### src/rtl/uart_rx_core_pkg.sv
// Shared UART definitions: receiver state encoding, frame geometry and the
// baud divisor helper used by both halves of the UART.
package uart_rx_core_pkg;

    localparam int UART_DATA_BITS   = 8;
    localparam int UART_OVERSAMPLE  = 16;
    localparam int UART_SYNC_STAGES = 2;
    localparam int UART_DVSR_W      = 6;

    typedef enum logic [2:0] {
        IDLE  = 3'd0,
        START = 3'd1,
        DATA  = 3'd2,
        STOP  = 3'd3,
        BREAK = 3'd4
    } rx_state_t;

    // A divisor of zero would never tick, so it is run as a divisor of one.
    function automatic logic [UART_DVSR_W-1:0] eff_dvsr(input logic [UART_DVSR_W-1:0] dvsr);
        return (dvsr == '0) ? UART_DVSR_W'(1) : dvsr;
    endfunction

endpackage

### src/rtl/uart_rx_core_if.sv
// Receiver bus: baud setting and serial line in, recovered byte and status out.
// RX_DONE is a valid-only strobe (no ready): DOUT_RX is valid in that cycle and held until the next frame.
interface uart_rx_core_if
    import uart_rx_core_pkg::*;
#(
    parameter int DATA_BITS = UART_DATA_BITS
);

    logic [UART_DVSR_W-1:0] DVSR;
    logic                   RX;
    logic [DATA_BITS-1:0]   DOUT_RX;
    logic                   RX_DONE;
    logic                   FRAME_ERR;
    logic                   RX_BUSY;
    rx_state_t              state;

    modport master (
        output DVSR,
        output RX,
        input  DOUT_RX,
        input  RX_DONE,
        input  FRAME_ERR,
        input  RX_BUSY,
        input  state
    );

    modport slave (
        input  DVSR,
        input  RX,
        output DOUT_RX,
        output RX_DONE,
        output FRAME_ERR,
        output RX_BUSY,
        output state
    );

endinterface

### src/rtl/uart_rx_core_baud_gen.sv
// Baud tick generator: one-clock TICK every DVSR clocks; a new DVSR is picked
// up only when the counter wraps so a running period is never cut short.
module uart_baud_gen
    import uart_rx_core_pkg::*;
(
    input  logic                   i_CLK,
    input  logic                   i_RST_n,
    input  logic [UART_DVSR_W-1:0] DVSR,
    output logic                   TICK
);

    logic [UART_DVSR_W-1:0] cnt_q;
    logic [UART_DVSR_W-1:0] last_q;

    assign TICK = (cnt_q == last_q);

    always_ff @(posedge i_CLK or negedge i_RST_n) begin
        if (!i_RST_n) begin
            cnt_q  <= '0;
            last_q <= '0;
        end else if (TICK) begin
            cnt_q  <= '0;
            last_q <= eff_dvsr(DVSR) - UART_DVSR_W'(1);
        end else begin
            cnt_q  <= cnt_q + UART_DVSR_W'(1);
        end
    end

endmodule

### src/rtl/uart_rx_core.sv
// 8N1 UART receiver with 16x oversampling: synchronises RX, finds the start
// bit, samples every bit at its centre and reports the byte and stop-bit status.
module uart_rx_core
    import uart_rx_core_pkg::*;
#(
    parameter int DATA_BITS   = UART_DATA_BITS,
    parameter int OVERSAMPLE  = UART_OVERSAMPLE,
    parameter int SYNC_STAGES = UART_SYNC_STAGES
) (
    input  logic           i_CLK,
    input  logic           i_RST_n,
    uart_rx_core_if.slave  bus
);

    localparam int SW = $clog2(OVERSAMPLE);
    localparam int NW = $clog2(DATA_BITS);
    localparam logic [SW-1:0] S_MID  = SW'(OVERSAMPLE / 2 - 1);
    localparam logic [SW-1:0] S_LAST = SW'(OVERSAMPLE - 1);
    localparam logic [NW-1:0] N_LAST = NW'(DATA_BITS - 1);

    logic                   tick;
    logic [SYNC_STAGES-1:0] sync_q;
    logic                   rx_s;

    rx_state_t              state_q;
    logic [SW-1:0]          s_cnt_q;
    logic [NW-1:0]          n_cnt_q;
    logic [DATA_BITS-1:0]   shreg_q;
    logic [DATA_BITS-1:0]   dout_q;
    logic                   done_q;
    logic                   ferr_q;
    logic                   busy_q;

    uart_baud_gen u_baud_gen (
        .i_CLK   (i_CLK),
        .i_RST_n (i_RST_n),
        .DVSR    (bus.DVSR),
        .TICK    (tick)
    );

    // Preset to idle-high so reset never looks like a start bit.
    always_ff @(posedge i_CLK or negedge i_RST_n) begin
        if (!i_RST_n) begin
            sync_q <= '1;
        end else begin
            sync_q <= {sync_q[SYNC_STAGES-2:0], bus.RX};
        end
    end

    assign rx_s = sync_q[SYNC_STAGES-1];

    always_ff @(posedge i_CLK or negedge i_RST_n) begin
        if (!i_RST_n) begin
            state_q <= IDLE;
            s_cnt_q <= '0;
            n_cnt_q <= '0;
            shreg_q <= '0;
            dout_q  <= '0;
            done_q  <= 1'b0;
            ferr_q  <= 1'b0;
            busy_q  <= 1'b0;
        end else begin
            done_q <= 1'b0;
            ferr_q <= 1'b0;
            case (state_q)
                IDLE: begin
                    if (!rx_s) begin
                        state_q <= START;
                        s_cnt_q <= '0;
                        busy_q  <= 1'b1;
                    end
                end
                START: begin
                    if (tick) begin
                        if (s_cnt_q == S_MID) begin
                            // Still low at mid start bit: a real frame, not a glitch.
                            if (!rx_s) begin
                                state_q <= DATA;
                                s_cnt_q <= '0;
                                n_cnt_q <= '0;
                            end else begin
                                state_q <= IDLE;
                                busy_q  <= 1'b0;
                            end
                        end else begin
                            s_cnt_q <= s_cnt_q + SW'(1);
                        end
                    end
                end
                DATA: begin
                    if (tick) begin
                        if (s_cnt_q == S_LAST) begin
                            shreg_q <= {rx_s, shreg_q[DATA_BITS-1:1]};
                            s_cnt_q <= '0;
                            if (n_cnt_q == N_LAST) begin
                                state_q <= STOP;
                            end else begin
                                n_cnt_q <= n_cnt_q + NW'(1);
                            end
                        end else begin
                            s_cnt_q <= s_cnt_q + SW'(1);
                        end
                    end
                end
                STOP: begin
                    if (tick) begin
                        if (s_cnt_q == S_LAST) begin
                            dout_q  <= shreg_q;
                            done_q  <= 1'b1;
                            s_cnt_q <= '0;
                            if (rx_s) begin
                                state_q <= IDLE;
                                busy_q  <= 1'b0;
                            end else begin
                                ferr_q  <= 1'b1;
                                state_q <= BREAK;
                            end
                        end else begin
                            s_cnt_q <= s_cnt_q + SW'(1);
                        end
                    end
                end
                BREAK: begin
                    // Hold off until the line is released so a long low is one event.
                    if (rx_s) begin
                        state_q <= IDLE;
                        busy_q  <= 1'b0;
                    end
                end
                default: begin
                    state_q <= IDLE;
                    busy_q  <= 1'b0;
                end
            endcase
        end
    end

    assign bus.DOUT_RX   = dout_q;
    assign bus.RX_DONE   = done_q;
    assign bus.FRAME_ERR = ferr_q;
    assign bus.RX_BUSY   = busy_q;
    assign bus.state     = state_q;

endmodule

### src/flat_wrapper.sv
// flat-port wrapper written by rule: the top's interface ports become plain ports
module uart_rx_core_flat import uart_rx_core_pkg::*;
#(
    parameter int DATA_BITS   = UART_DATA_BITS,
    parameter int OVERSAMPLE  = UART_OVERSAMPLE,
    parameter int SYNC_STAGES = UART_SYNC_STAGES
)
  (i_CLK, i_RST_n, bus_DVSR, bus_RX, bus_DOUT_RX, bus_RX_DONE, bus_FRAME_ERR, bus_RX_BUSY, bus_state);
  uart_rx_core_if #(.DATA_BITS(DATA_BITS)) bus_i ();
  input  logic i_CLK;
  input  logic i_RST_n;
  input wire logic [$bits(bus_i.DVSR)-1:0] bus_DVSR;
  input wire logic [$bits(bus_i.RX)-1:0] bus_RX;
  output wire logic [$bits(bus_i.DOUT_RX)-1:0] bus_DOUT_RX;
  output wire logic [$bits(bus_i.RX_DONE)-1:0] bus_RX_DONE;
  output wire logic [$bits(bus_i.FRAME_ERR)-1:0] bus_FRAME_ERR;
  output wire logic [$bits(bus_i.RX_BUSY)-1:0] bus_RX_BUSY;
  output wire logic [$bits(bus_i.state)-1:0] bus_state;
  assign bus_i.DVSR = bus_DVSR;
  assign bus_i.RX = bus_RX;
  assign bus_DOUT_RX = bus_i.DOUT_RX;
  assign bus_RX_DONE = bus_i.RX_DONE;
  assign bus_FRAME_ERR = bus_i.FRAME_ERR;
  assign bus_RX_BUSY = bus_i.RX_BUSY;
  assign bus_state = bus_i.state;
  uart_rx_core #(.DATA_BITS(DATA_BITS), .OVERSAMPLE(OVERSAMPLE), .SYNC_STAGES(SYNC_STAGES)) u_core (.i_CLK(i_CLK), .i_RST_n(i_RST_n), .bus(bus_i));
endmodule
### config.mk
export PLATFORM = sky130hd
export DESIGN_NAME = uart_rx_core_flat
export DESIGN_NICKNAME = d
export VERILOG_FILES = /design/src/rtl/uart_rx_core_pkg.sv /design/src/rtl/uart_rx_core_if.sv /design/src/rtl/uart_rx_core_baud_gen.sv /design/src/rtl/uart_rx_core.sv /design/src/flat_wrapper.sv
export SDC_FILE = /design/constraint.sdc
export NUM_CORES = 1
export LEC_CHECK = 0
export BUFFER_PORTS_ARGS = -buffer_cell sky130_fd_sc_hd__buf_2
export CAP_MARGIN = 5
export CELL_PAD_IN_SITES_DETAIL_PLACEMENT = 1
export CELL_PAD_IN_SITES_GLOBAL_PLACEMENT = 1
export CORE_AREA = 2 2 79 81
export CTS_BUF_LIST = sky130_fd_sc_hd__clkbuf_4 sky130_fd_sc_hd__clkbuf_8
export CTS_CLUSTER_SIZE = 30
export DETAILED_ROUTE_END_ITERATION = 10
export DIE_AREA = 0 0 81 83
export PLACE_DENSITY = 0.59
export SETUP_SLACK_MARGIN = 0.2
export SLEW_MARGIN = 20
export SYNTH_ARGS = -nofsm -noshare
export SYNTH_HDL_FRONTEND = slang
export SYNTH_SLANG_ARGS = --single-unit
export TNS_END_PERCENT = 50
### constraint.sdc
create_clock -name i_CLK -period 3.25 [get_ports i_CLK]
set_input_delay 0.65 -clock i_CLK [delete_from_list [all_inputs] [get_ports i_CLK]]
set_output_delay 0.65 -clock i_CLK [all_outputs]
set_load 0.05 [all_outputs]
; Yosys cells after proc, flatten, opt, wreduce, memory -nomap -nowiden
; Cells that the tools add are included.
; W data, S select, Z words.
[word_totals]
reg_bits = 43
latch_bits = 0
mem_bits_rw = 0
romBits = 0
inputBits = 9
output_inout_bits = 14
word_cells = 88
n_memories = 0
[classes]
addsub = 4
multipliers = 0
div_mod_pow = 0
n_lt_le_gt_ge = 0
eq_ne = 20
shifts = 0
muxes = 41
n_bitwise = 1
reduce_logical = 11
[ops]
columns = operator, n
row1 = $mux W3, 16
row2 = $mux W4, 5
row3 = $ne A2 B1 Y1 const B, 9
row4 = $pmux W3 S5, 1
row5 = $mux W1, 13
row6 = $mux W6, 2
row7 = $pmux W4 S3, 1
row8 = $reduce_and A3 Y1, 3
row9 = $reduce_and A9 Y1, 1
row10 = $reduce_and A7 Y1, 1
row11 = $add A6 B1 Y6 const B, 1
row12 = $eq A3 B2 Y1 const B, 2
row13 = $eq A3 B3 Y1 const B, 2
row14 = $eq A6 B6 Y1, 1
row15 = $logic_not A6 Y1, 1
row16 = $ne A2 B2 Y1 const B, 3
row17 = $pmux W3 S2, 1
row18 = $reduce_and A6 Y1, 1
row19 = $sub A6 B1 Y6 const B, 1
row20 = $pmux W1 S5, 1
row21 = $add A4 B1 Y4 const B, 1
row22 = $eq A4 B3 Y1 const B, 1
row23 = $eq A4 B4 Y1 const B, 1
row24 = $add A3 B1 Y3 const B, 1
row25 = 7 further kinds, 7

; Longest topological paths before layout
[depth]
ltp_word = 5
ltp_mapped = 7
depth_no_buf = 6

; Cells and area by module
; Synthesis repeated with hierarchy kept, for this count alone.
[unflattened]
hier_cells = 182
area_unflattened_um2 = 2072.0
[modules_own_cells]
columns = module, n_inst, cells_per_inst, area_per_inst_um2, seq_area_each_um2
row1 = uart_rx_core, 1, 124, 1437.6, 778.2
row2 = uart_baud_gen, 1, 58, 634.4, 300.3

; Least setup slack after synthesis
; Ideal clock, no wire load.
[synth_timing]
kind = register to register
start = reg u_core.state_q[1], in the netlist u_core.bus.state[1]
end = reg u_core.dout_q[0], in the netlist u_core.bus.DOUT_RX[0]
setup_ps = 125
arrival_time_ps = 2010
required_ps = 3125
setup_slack_ps = 1115
path_stages_with_launch = 6
n_path_buf = 0
synth_period_minus_slack_ps = 2135
cell_sequence = dfrtp_1 -> inv_1 -> nor2_1 -> nand2_1 -> nor4_4 -> mux2_2
[synth_between]
elab_chain_len = 2
[synth_lines]
columns = item, line
row1 = start: declaration, uart_rx_core.sv:25  ; rx_state_t state_q;
row2 = start signal: assignment, uart_rx_core.sv:54  ; state_q <= IDLE;
row3 = start signal: assignment, uart_rx_core.sv:68  ; state_q <= START;
row4 = start signal: assignment, uart_rx_core.sv:78  ; state_q <= DATA;
row5 = $eq A3 B2 Y1, uart_rx_core.sv:65  ; case (state_q)
row6 = $reduce_and A3 Y1 (no line), n/a
row7 = end signal: assignment, uart_rx_core.sv:108  ; dout_q <= shreg_q;
row8 = end: declaration, uart_rx_core.sv:29  ; logic [DATA_BITS-1:0] dout_q;
; No other way between the ends.
; A chain may end at the register's enable or synchronous reset.

; Worst setup path after layout
[layout_timing]
start = reg u_core.u_baud_gen.cnt_q[0]
end = reg u_core.shreg_q[4]
[layout_between]
elab_chain_len = 2
[layout_lines]
columns = item, line
row1 = start: declaration, uart_rx_core_baud_gen.sv:12  ; logic [UART_DVSR_W-1:0] cnt_q;
row2 = start signal: assignment, uart_rx_core_baud_gen.sv:25  ; cnt_q <= cnt_q + UART_DVSR_W'(1);
row3 = $eq A6 B6 Y1, uart_rx_core_baud_gen.sv:15  ; assign TICK = (cnt_q == last_q);
row4 = $reduce_and A3 Y1 (no line), n/a
row5 = end signal: assignment, uart_rx_core.sv:93  ; shreg_q <= {rx_s, shreg_q[DATA_BITS-1:1]};
row6 = end: declaration, uart_rx_core.sv:28  ; logic [DATA_BITS-1:0] shreg_q;
; No other way between the ends.

==> run_results.csv <==
group,metric,value,unit
clock_tree,clk_latency,0.30,ns
clock_tree,clk_pin_slew,0.09,ns
floorplanning,rows,28,
place,gp_congestion,0.840,
route,drtIter0Drc,76,
route,vias,1474,
logic_synthesis,synth_seq_cells,43,
timing,fin_crit_sh,73.3,%
logic_synthesis,yosys-top-cells-area,"dfrtp_1, mux2_2, xnor2_1, nand2_1, ha_1",
global_route,grt.met1_usage,20.2,%
global_route,grt_overflow,0,
final_layout,multi_input_area,933,um2
power,switching_share,32.0,%
logic_synthesis,postSynthCellCount,187,
final_layout,n_antenna_cell,0,
final_layout,drive_gt1_share,25.5,%
floorplanning,core_area,0.00582,mm2
final_layout,final_common_cell,"dfrtp_1",
timing,slew_headroom,54.2,%
timing,period_minus_slack,2.38,ns
logic_synthesis,async_flop_share,100,%
status,status,"finished clean",
floorplanning,die_width,81,um
power,switchingPower,0.474,mW
route,avgRoutedWirePerCell,15.4,um
power,p_int,1.00,mW
clock_tree,cts_tree,"built",
place,hpwl,3250,um
place,portBuffers,22,
final_layout,nets,225,
floorplanning,dieArea,0.00672,mm2
clock_tree,htree_levels,2,
power,pwr-share-seq,48.2,%
timing,worst_slack,0.868,ns
worst_setup_path,start_kind,"flip-flop",
clock_tree,cts_num_sinks,43,
global_route,grt_pass1_vias,1608,
timing,fmax,420,MHz
worst_setup_path,crit_path_max_fanout,15,
global_route,antenna_found_initial,0,
logic_synthesis,yosysUniqueCellTypes,42,
place,post-place-ws,0.843,ns
flow_run,drv_cap,0,
floorplanning,initial_core_util,35.6,%
place,dp.cells,279,
logic_synthesis,synth_top_flop_cell,"dfrtp_1",
global_route,grt-busiest-layer,"met2",
logic_synthesis,synth_fa_ha_area_share,3.02,%
clock_tree,max-clock-path-buffers,2,
final_layout,seq_area,0.00108,mm2
floorplanning,die_height,83,um
logic_synthesis,yosys_warnings,0,
logic_synthesis,seq_area_frac_synth,52.1,%
global_route,track_usage,15.0,%
global_route,grt_max_degree,44,
logic_synthesis,synth_edf_count,0,
worst_setup_path,crit_chain,"xnor2_1 > nand4_2 > or2_1 > nor3_4 > mux2_2",
logic_synthesis,muxShareOfSynthArea,10.2,%
clock_tree,cts_setup_buffers,0,
route,dr.pass1.iters,4,
route,ant_nets,0,
power,p_comb_share,23.4,%
logic_synthesis,synth_top_family_by_area,"simple AND/OR/NAND/NOR gates",
logic_synthesis,synth_top_cell_by_area,"dfrtp_1",
final_layout,fillCellCount,670,
power,clkPwrFrac,28.4,%
timing,worst_pin_slew,0.681,ns
logic_synthesis,synth-simple-area-share,16.0,%
logic_synthesis,syn_area_per_cell,11.1,um2
clock_tree,root_buffer,"clkbuf_8",
logic_synthesis,synth_top_area_share,49.6,%
power,p_per_area,626,mW/mm2
worst_setup_path,critPathBufInv,0,
route,totalWireLength,4410,um
power,vdd_ir_drop_max,257,uV
floorplanning,boundaryPins,23,
logic_synthesis,synth-xor-area-share,6.35,%
worst_setup_path,crit_path_top_delay_cell,"or2_1",
timing,finalSetupViolCount,0,
global_route,grt_util_met2,23.7,%
logic_synthesis,synthesis.nets,201,
route,drc_errors,0,
hold_path,hold_path.class,"primary input to async pin",
final_layout,layout.cells.non_filler,287,
timing,rsz0062_at_grt,"false",
timing,timing.setup.tns,0,ns
worst_setup_path,path_class,"flip-flop to flip-flop",
worst_setup_path,critPathArrivalTime,2.56,ns
worst_setup_path,critPathMaxStageDelay,0.50,ns
clock_tree,cts_resized,0,
timing,final_max_slew_viol_count,0,
route,vias_per_cell,5.14,
global_route,use_met3,3.59,%
clock_tree,cts_buffers,5,
logic_synthesis,syn_area,0.00207,mm2
logic_synthesis,synth_compound_area_share,9.50,%
worst_setup_path,critPathCaptureType,"flip-flop",
worst_setup_path,critPathTopFamily,"simple AND/OR/NAND/NOR gates",
global_route,grt_pass1_wl,7900,um
power,leakage,1.14,nW
timing,finalHoldViolCount,0,
timing,clock_skew,0.00903,ns
clock_tree,hold_buffers,0,
worst_setup_path,worstPathRequired,3.43,ns
final_layout,area_growth,14.2,%
final_layout,layout_common_cells,"dfrtp_1, buf_2, nand2_1, mux2_2, nor2_1",
-- power by group through the flow --
stage | registers, mW | clock network, mW | logic, mW
after floorplan | 0.699 | 0 | 0.283
after global placement | 0.719 | 0 | 0.329
after detailed placement | 0.725 | 0 | 0.353
after CTS | 0.715 | 0.433 | 0.355
after global routing | 0.725 | 0.462 | 0.400
final | 0.712 | 0.420 | 0.345
-- synth_stat cells, types with 2 or more instances --
cell	count
o21ai_0	7
clkbuf_1	4
dfstp_2	2
a21oi_1	4
nor3_1	4
a22o_1	3
nor2_1	15
mux2_2	17
nand2b_1	2
mux2i_1	2
dfrtp_1	41
ha_1	5
o2bb2ai_1	2
xor2_1	5
nand3_1	10
nor4_1	3
xnor2_1	10
nand2_1	20
inv_1	8
-- metrics by stage --
stage	area, um2	total power, mW	utilization [%]	hold WS (ns)
after CTS	2360	1.50	40.6	0.362
after detailed placement	2250	1.08	38.6	0.349
final	2360	1.48	40.6	0.318
after floorplan	2070	0.982	-	0.345
after global routing	2360	1.59	40.6	0.363
after global placement	2250	1.05	38.6	0.346
-- worst paths after layout --
path,from,cells past startpoint,endpoint,slack (ns)
min in group i_CLK,u_core.sync_q[0]$_DFF_PN1_,0,u_core.sync_q[1]$_DFF_PN1_,0.36
max in group asynchronous,i_RST_n,1,u_core.sync_q[0]$_DFF_PN1_,2.54
worst max register to register,u_core.u_baud_gen.cnt_q[0]$_DFF_PN0_,5,u_core.shreg_q[4]$_DFFE_PN0P_,0.87
worst min-delay path,i_RST_n,1,u_core.bus.state[2]$_DFFE_PN0P_,0.32
worst min register to register,u_core.sync_q[0]$_DFF_PN1_,0,u_core.sync_q[1]$_DFF_PN1_,0.36
worst max-delay path,u_core.u_baud_gen.cnt_q[0]$_DFF_PN0_,5,u_core.shreg_q[4]$_DFFE_PN0P_,0.87
-- cell type report --
cell class	instances	share of cell area, %
well taps	75	3.97
clock buffers	5	2.91
inverters	8	1.27
multi-input cells	131	39.5
clock inverters	3	1.85
repair buffers	22	4.77
flip-flops and latches	43	45.7
-- layer usage --
metal  wire length [um]  up-vias
met5                  0        -
met4                 46        0
met3                122        5
met2               2150       20
met1               2090      744
li1                   -      705
-- registers in the layout (all words and copies together) (netlist names) --
register,count
u_core.u_baud_gen.cnt_q,6
u_core.shreg_q,8
u_core.bus.RX_BUSY,1
u_core.sync_q,2
u_core.n_cnt_q,3
u_core.bus.state,3
u_core.bus.RX_DONE,1
u_core.bus.DOUT_RX,8
u_core.u_baud_gen.last_q,6
u_core.s_cnt_q,4
u_core.bus.FRAME_ERR,1
-- cell families after synthesis --
| group | Yosys count |
|---|---|
| AND/OR/NAND/NOR | 64 |
| multiplexers | 19 |
| adder cells (fa/ha/maj) | 5 |
| XOR/XNOR | 15 |
| flip-flops | 43 |
| AO/OA/AOI/OAI | 28 |
| buffers and inverters | 13 |
No activity file was read; power rests on OpenSTA's default activity.
